[src/rtl/nx_fifo_rd_skid.sv]
// Read-side skid stage: turns an nx_fifo empty/ren/rdata pop port into a registered valid/ready stream.
// Optional stall statistics counter is built when NX_FIFO_RD_SKID_STALL_CNT_EN is defined.
module nx_fifo_rd_skid #(
    parameter int unsigned WIDTH      = 611,
    parameter bit          DATA_RESET = 1'b1
) (
    input  logic             clk,
    input  logic             rst_n,
    input  logic             clear,
    input  logic             fifo_empty,
    input  logic [WIDTH-1:0] fifo_rdata,
    output logic             fifo_ren,
    output logic             out_valid,
    input  logic             out_ready,
    output logic [WIDTH-1:0] out_data,
    output logic [1:0]       occupancy,
    output logic [15:0]      stall_cnt
);

    typedef enum logic [1:0] {
        CNT_0 = 2'd0,
        CNT_1 = 2'd1,
        CNT_2 = 2'd2
    } cnt_e;

    cnt_e             cnt_q, cnt_d;
    logic [WIDTH-1:0] ent0_q, ent1_q;
    logic [WIDTH-1:0] ent0_d, ent1_d;
    logic             push, pop;

    always_ff @(posedge clk or negedge rst_n) begin
        if (!rst_n) cnt_q <= CNT_0;
        else        cnt_q <= cnt_d;
    end

    // fifo_ren never looks at out_ready: a free slot is guaranteed whenever count != 2.
    always_comb begin
        fifo_ren  = !fifo_empty && (cnt_q != CNT_2) && !clear;
        out_valid = (cnt_q != CNT_0);
        out_data  = out_valid ? ent0_q : '0;
        occupancy = cnt_q;
        push      = fifo_ren;
        pop       = out_valid && out_ready;
    end

    always_comb begin
        cnt_d  = cnt_q;
        ent0_d = ent0_q;
        ent1_d = ent1_q;
        if (clear) begin
            cnt_d = CNT_0;
        end else begin
            case (cnt_q)
                CNT_0: begin
                    if (push) begin
                        ent0_d = fifo_rdata;
                        cnt_d  = CNT_1;
                    end
                end
                CNT_1: begin
                    if (push && pop) begin
                        ent0_d = fifo_rdata;
                    end else if (push) begin
                        ent1_d = fifo_rdata;
                        cnt_d  = CNT_2;
                    end else if (pop) begin
                        cnt_d = CNT_0;
                    end
                end
                CNT_2: begin
                    if (pop) begin
                        ent0_d = ent1_q;
                        cnt_d  = CNT_1;
                    end
                end
                default: cnt_d = CNT_0;
            endcase
        end
    end

    generate
        if (DATA_RESET) begin : g_data_rst
            always_ff @(posedge clk or negedge rst_n) begin
                if (!rst_n) begin
                    ent0_q <= '0;
                    ent1_q <= '0;
                end else begin
                    ent0_q <= ent0_d;
                    ent1_q <= ent1_d;
                end
            end
        end else begin : g_data_norst
            always_ff @(posedge clk) begin
                ent0_q <= ent0_d;
                ent1_q <= ent1_d;
            end
        end
    endgenerate

`ifdef NX_FIFO_RD_SKID_STALL_CNT_EN
    logic [15:0] stall_q;

    always_ff @(posedge clk or negedge rst_n) begin
        if (!rst_n) begin
            stall_q <= '0;
        end else if (out_valid && !out_ready && (stall_q != '1)) begin
            stall_q <= stall_q + 16'd1;
        end
    end

    assign stall_cnt = stall_q;
`else
    assign stall_cnt = '0;
`endif

endmodule

[config.mk]
export PLATFORM = sky130hd
export DESIGN_NAME = nx_fifo_rd_skid
export DESIGN_NICKNAME = d
export VERILOG_FILES = /design/src/rtl/nx_fifo_rd_skid.sv
export SDC_FILE = /design/constraint.sdc
export NUM_CORES = 2
export LEC_CHECK = 0
export BUFFER_PORTS_ARGS = -buffer_cell sky130_fd_sc_hd__buf_4
export CAP_MARGIN = 20
export CORE_MARGIN = 5
export CORE_UTILIZATION = 25
export DETAILED_ROUTE_END_ITERATION = 7
export RECOVER_POWER = 100
export SYNTH_ARGS = -nofsm -noshare
export SYNTH_HDL_FRONTEND = slang
export SYNTH_SLANG_ARGS = --single-unit
[constraint.sdc]
create_clock -name clk -period 2.3 [get_ports clk]
set_clock_uncertainty 0.15 [all_clocks]
set_input_delay 0.46 -clock clk [delete_from_list [all_inputs] [get_ports clk]]
set_output_delay 0.46 -clock clk [all_outputs]
set_load 0.03 [all_outputs]
# --- Yosys cells after proc, flatten, opt, wreduce, memory -nomap -nowiden ---
# Cells that the tools add are included.
word_totals:
  regBits: 1224
  latchBits: 0
  ramBits: 0
  rom_bits: 0
  input_bits: 616
  word_cells: 39
  n_memories: 0
op_classes:
  add_sub_neg: 0
  n_mul: 0
  div: 0
  magnitude_cmp: 0
  eq_ne: 10
  n_shift: 0
  muxes: 12
  n_bitwise: 2
  reduce_logical: 12
op_table:
  columns: ["cell", "count"]
  rows:
  - ["$mux W611", 4]
  - ["$pmux W611 S3", 1]
  - ["$mux W2", 6]
  - ["$ne A3 B3 Y1 const B", 3]
  - ["$ne A2 B2 Y1 const B", 4]
  - ["$reduce_and A4 Y1", 2]
  - ["$pmux W2 S3", 1]
  - ["$reduce_and A5 Y1", 1]
  - ["$logic_and A1 B1 Y1", 4]
  - ["$ne A4 B4 Y1 const B", 1]
  - ["$reduce_bool A3 Y1", 1]
  - ["$eq A2 B1 Y1 const B", 1]
  - ["$eq A2 B2 Y1 const B", 1]
  - ["$logic_not A1 Y1", 2]
  - ["$logic_not A2 Y1", 1]
  - ["$not A1 Y1", 2]
  - ["$reduce_bool A2 Y1", 1]

# --- Depth between registers and ports, before layout ---
depth:
  depth_word: 7
  mapped_depth: 7
  depth_no_buf: 4

# --- Least setup slack after synthesis ---
# OpenSTA, ideal clock, no wires.
synth_timing:
  path_type: "register to output"
  from: "reg cnt_q[1], in the netlist occupancy[1]"
  to: "out fifo_ren"
  arrival_time_ps: 2005
  t_required_ps: 1690
  setup_slack_ps: -315
  stages_incl_launch_ff: 7
  cell_sequence: "dfrtp_1 -> buf_4 -> nor2b_1 -> buf_2 -> clkbuf_1 -> buf_2 -> nor3_1"
synth_between:
  elab_chain_cells: 3
synth_rtl:
  columns: ["item", "line", "rtl"]
  rows:
  - ["start: declaration", "26", "cnt_e cnt_q, cnt_d;"]
  - ["start signal: assignment", "33", "else cnt_q <= cnt_d;"]
  - ["$ne A2 B2 Y1", "38", "fifo_ren = !fifo_empty && (cnt_q != CNT_2) && !clear;"]
  - ["$logic_and A1 B1 Y1 (2 in a row)", "38", null]
  - ["end: declaration", "12", "output logic fifo_ren,"]
# Every way passes these cells.

# --- Worst setup path in the final report ---
layout_timing:
  from: "reg cnt_q[0], in the netlist occupancy[0]"
  to: "out out_data[267]"
layout_between:
  elab_chain_cells: 2
layout_rtl:
  columns: ["item", "line", "rtl"]
  rows:
  - ["$reduce_bool A2 Y1", "39", "out_valid = (cnt_q != CNT_0);"]
  - ["$mux W611", "40", "out_data = out_valid ? ent0_q : '0;"]
  - ["end: declaration", "15", "output logic [WIDTH-1:0] out_data,"]
# Every way passes these cells.

==> impl_metrics.ini <==
[timing]
max_freq_mhz = 329
post-route-period-util_pct = 132
worstMarginPinSlew_ps = 1840
drv_slew = 38
setup_viol = 1992
relSlewSlack_pct = -22.5
setup_tns_ps = -534490
finalWorstSetupSlack_ps = -737
fin_crit_ps = 3040
grt_setup_unrepaired = true
hold_ws_ps = 322
hold_viol_final = 0

[placement]
dpl.hpwl_um = 147000
gp_congestion = 0.836
dpl_worst_slack_ps = -92.2
io_buffer_count = 1230
dpl.cell_count = 8147
dpl_cell_area_um2 = 71700

[yosys]
synth_cells = 3973
ys_warn_count = 0
synth.yosys.seq_area_share_pct = 54.1
synth_area_um2 = 56700
syn_area_per_cell_um2 = 14.3
synth_cell_types = 20
synth_seq_cells = 1224

[detailed_routing]
antenna_left = 0
num_vias = 39600
drt-total-wl_um = 197000
viasPerCell = 4.36
wl_per_cell_um = 21.7
drc = 0
drtPass1Iterations = 5
drt-initial-drc-count = 1689

[cells_and_area]
drive_above_1_share_pct = 68.2
area_delta_synth_final_pct = 48.1
seq_area_um2 = 30600
final_cells = 9068
fin_util_pct = 37.3
fillers = 21600
final_cell_area_um2 = 83900
nets = 6554
multi_input_area_um2 = 25600

[die]
pin_count = 1247
dieArea_um2 = 236000
core_area_um2 = 225000
fp.dieH_um = 486
chipWidth_um = 486
core.rowCount = 174
start_util_pct = 25.2

[clocking]
cts_made_buffers = 147
clockRootBuffer = clkbuf_16
cts_tree = yes
clk_latency_ps = 770
clock-sinks = 1224
path_clk_slew_ps = 60
clockBufferDepth = 3
cts_max_level = 4

[outcome]
status = complete, but fails checks
failed_checks = max-capacitance violations, max-slew violations, negative setup slack

[worst_setup_path]
rr_endpoint = ent0_q[179]
worst_r2r_startpoint = occupancy[1]
worstPathRequired_ps = 1690
cp_data_arrival_time_ps = 2430
path_max_fanout = 33
end_kind = primary output
crit_path_start_kind = flip-flop
rr_worst_depth = 8
crit_type = reg -> out
r2r_setup_slack_ps = -230

[global_route]
grt_overflow_total = 0
grt_max_degree = 92
antenna_found_initial = 43
grt_usage_pct = 16.1
grt_pass1_vias = 43300
grt_first_pass_wirelength_um = 289000

[power_and_ir_drop]
p_leak_nw = 36.9
ir_drop_mv = 0.598
power_mw = 70.3
power.density_nw_per_um2 = 839

[min_path]
min_to = ent1_q[566]
min_from = fifo_rdata[566]
min_path_cells = 3
hp-class = in -> reg

[job]
maxCapViolations = 1
-- routing by layer --
metal | vias to the layer above | global-route usage [%] | part of all wire [%]
met4 | 8 | 4.87 | 2.9
met5 | - | 0 | 0.033
met1 | 20200 | 20.3 | 43
li1 | 17800 | - | -
met3 | 291 | 5.04 | 7.3
met2 | 1203 | 26.3 | 47
-- state kept, by name (all words and copies together), names as in the netlist --
name,cells
ent0_q,611
ent1_q,611
occupancy,2
-- synthesized netlist by cell type, drive strengths merged --
cell type	number	area, µm²
conb	1	3.75
nor3b	1	7.51
nor2	3	11.3
o22a	1	8.76
a21oi	2	10.0
inv	1	3.75
nor4	1	12.5
or2	1	6.26
dfrtp	1224	30600
nor2b	1	6.26
and2	611	3820
nand2	1	3.75
buf	198	1130
clkbuf	89	334
nand2b	1	6.26
nand3b	1	7.51
nor3	2	10.0
mux2	1834	20700
-- final cells by class --
type	instances	area share (%)
well taps	2992	4.46
flip-flops and latches	1224	36.5
repair buffers	2088	22.5
clock buffers	211	5.05
multi-input cells	2476	30.5
diodes	32	0.0954
clock inverters	44	0.877
inverters	1	0.00447
-- repair_timing --
item / in CTS / in global routing
buffers inserted: 3 / 4
gates resized for setup: 117 / 174
pin swaps: 9 / 30
gates cloned: 5 / 6
hold buffers: 616 / 0
setup endpoints to repair: 741 / 1743
hold endpoints to repair: 1994 / 0
-- worst max path at each step --
stage	start	to	slack, ps	depth (start not counted)
finish	occupancy[0]	out_data[267]	-740	5
global route	occupancy[0]	out_data[267]	-830	5
CTS	occupancy[0]	out_data[284]	-820	5
global placement	out_ready	ent0_q[167]	-120	8
floorplan	occupancy[1]	out_data[601]	-50	5
detailed placement	out_ready	ent0_q[298]	-90	8
-- critical path: stages, from the launching register on --
cell	delay (ps)
dfrtp_2	410
or2_4	310
buf_16	180
buf_12	240
and2_2	230
buf_4	180
-- report_power, final --
| group | switching, mW | internal, mW |
|---|---|---|
| clock | 9.79 | 14.0 |
| combinational | 7.76 | 9.29 |
| sequential | 2.66 | 26.9 |
| total | 20.2 | 50.1 |
-- logic make-up (layout without fill, tap and decap cells) --
group	after synthesis	count (layout)	share of synthesized area [%]
muxes	1834	1834	36.4
AOI/OAI and AO/OA	3	3	0.0331
buffers and inverters	288	2344	2.59
DFF	1224	1224	54.1
and+or+nand+nor	623	623	6.87
other	1	48	0.00662
-- layout by cell type (no fill, tap or decap), types with 9 or more instances in the layout --
cell,n
mux2_2,1834
buf_4,1231
dfrtp_1,1222
dlygate4sd3_1,616
and2_2,457
clkbuf_16,151
buf_6,137
and2_4,132
buf_12,65
clkbuf_8,34
diode_2,32
clkbuf_1,32
and2_1,22
conb_1,16
clkinv_2,16
buf_8,12
buf_16,10
bufinv_16,9
No activity file was read; power rests on OpenSTA's default activity.
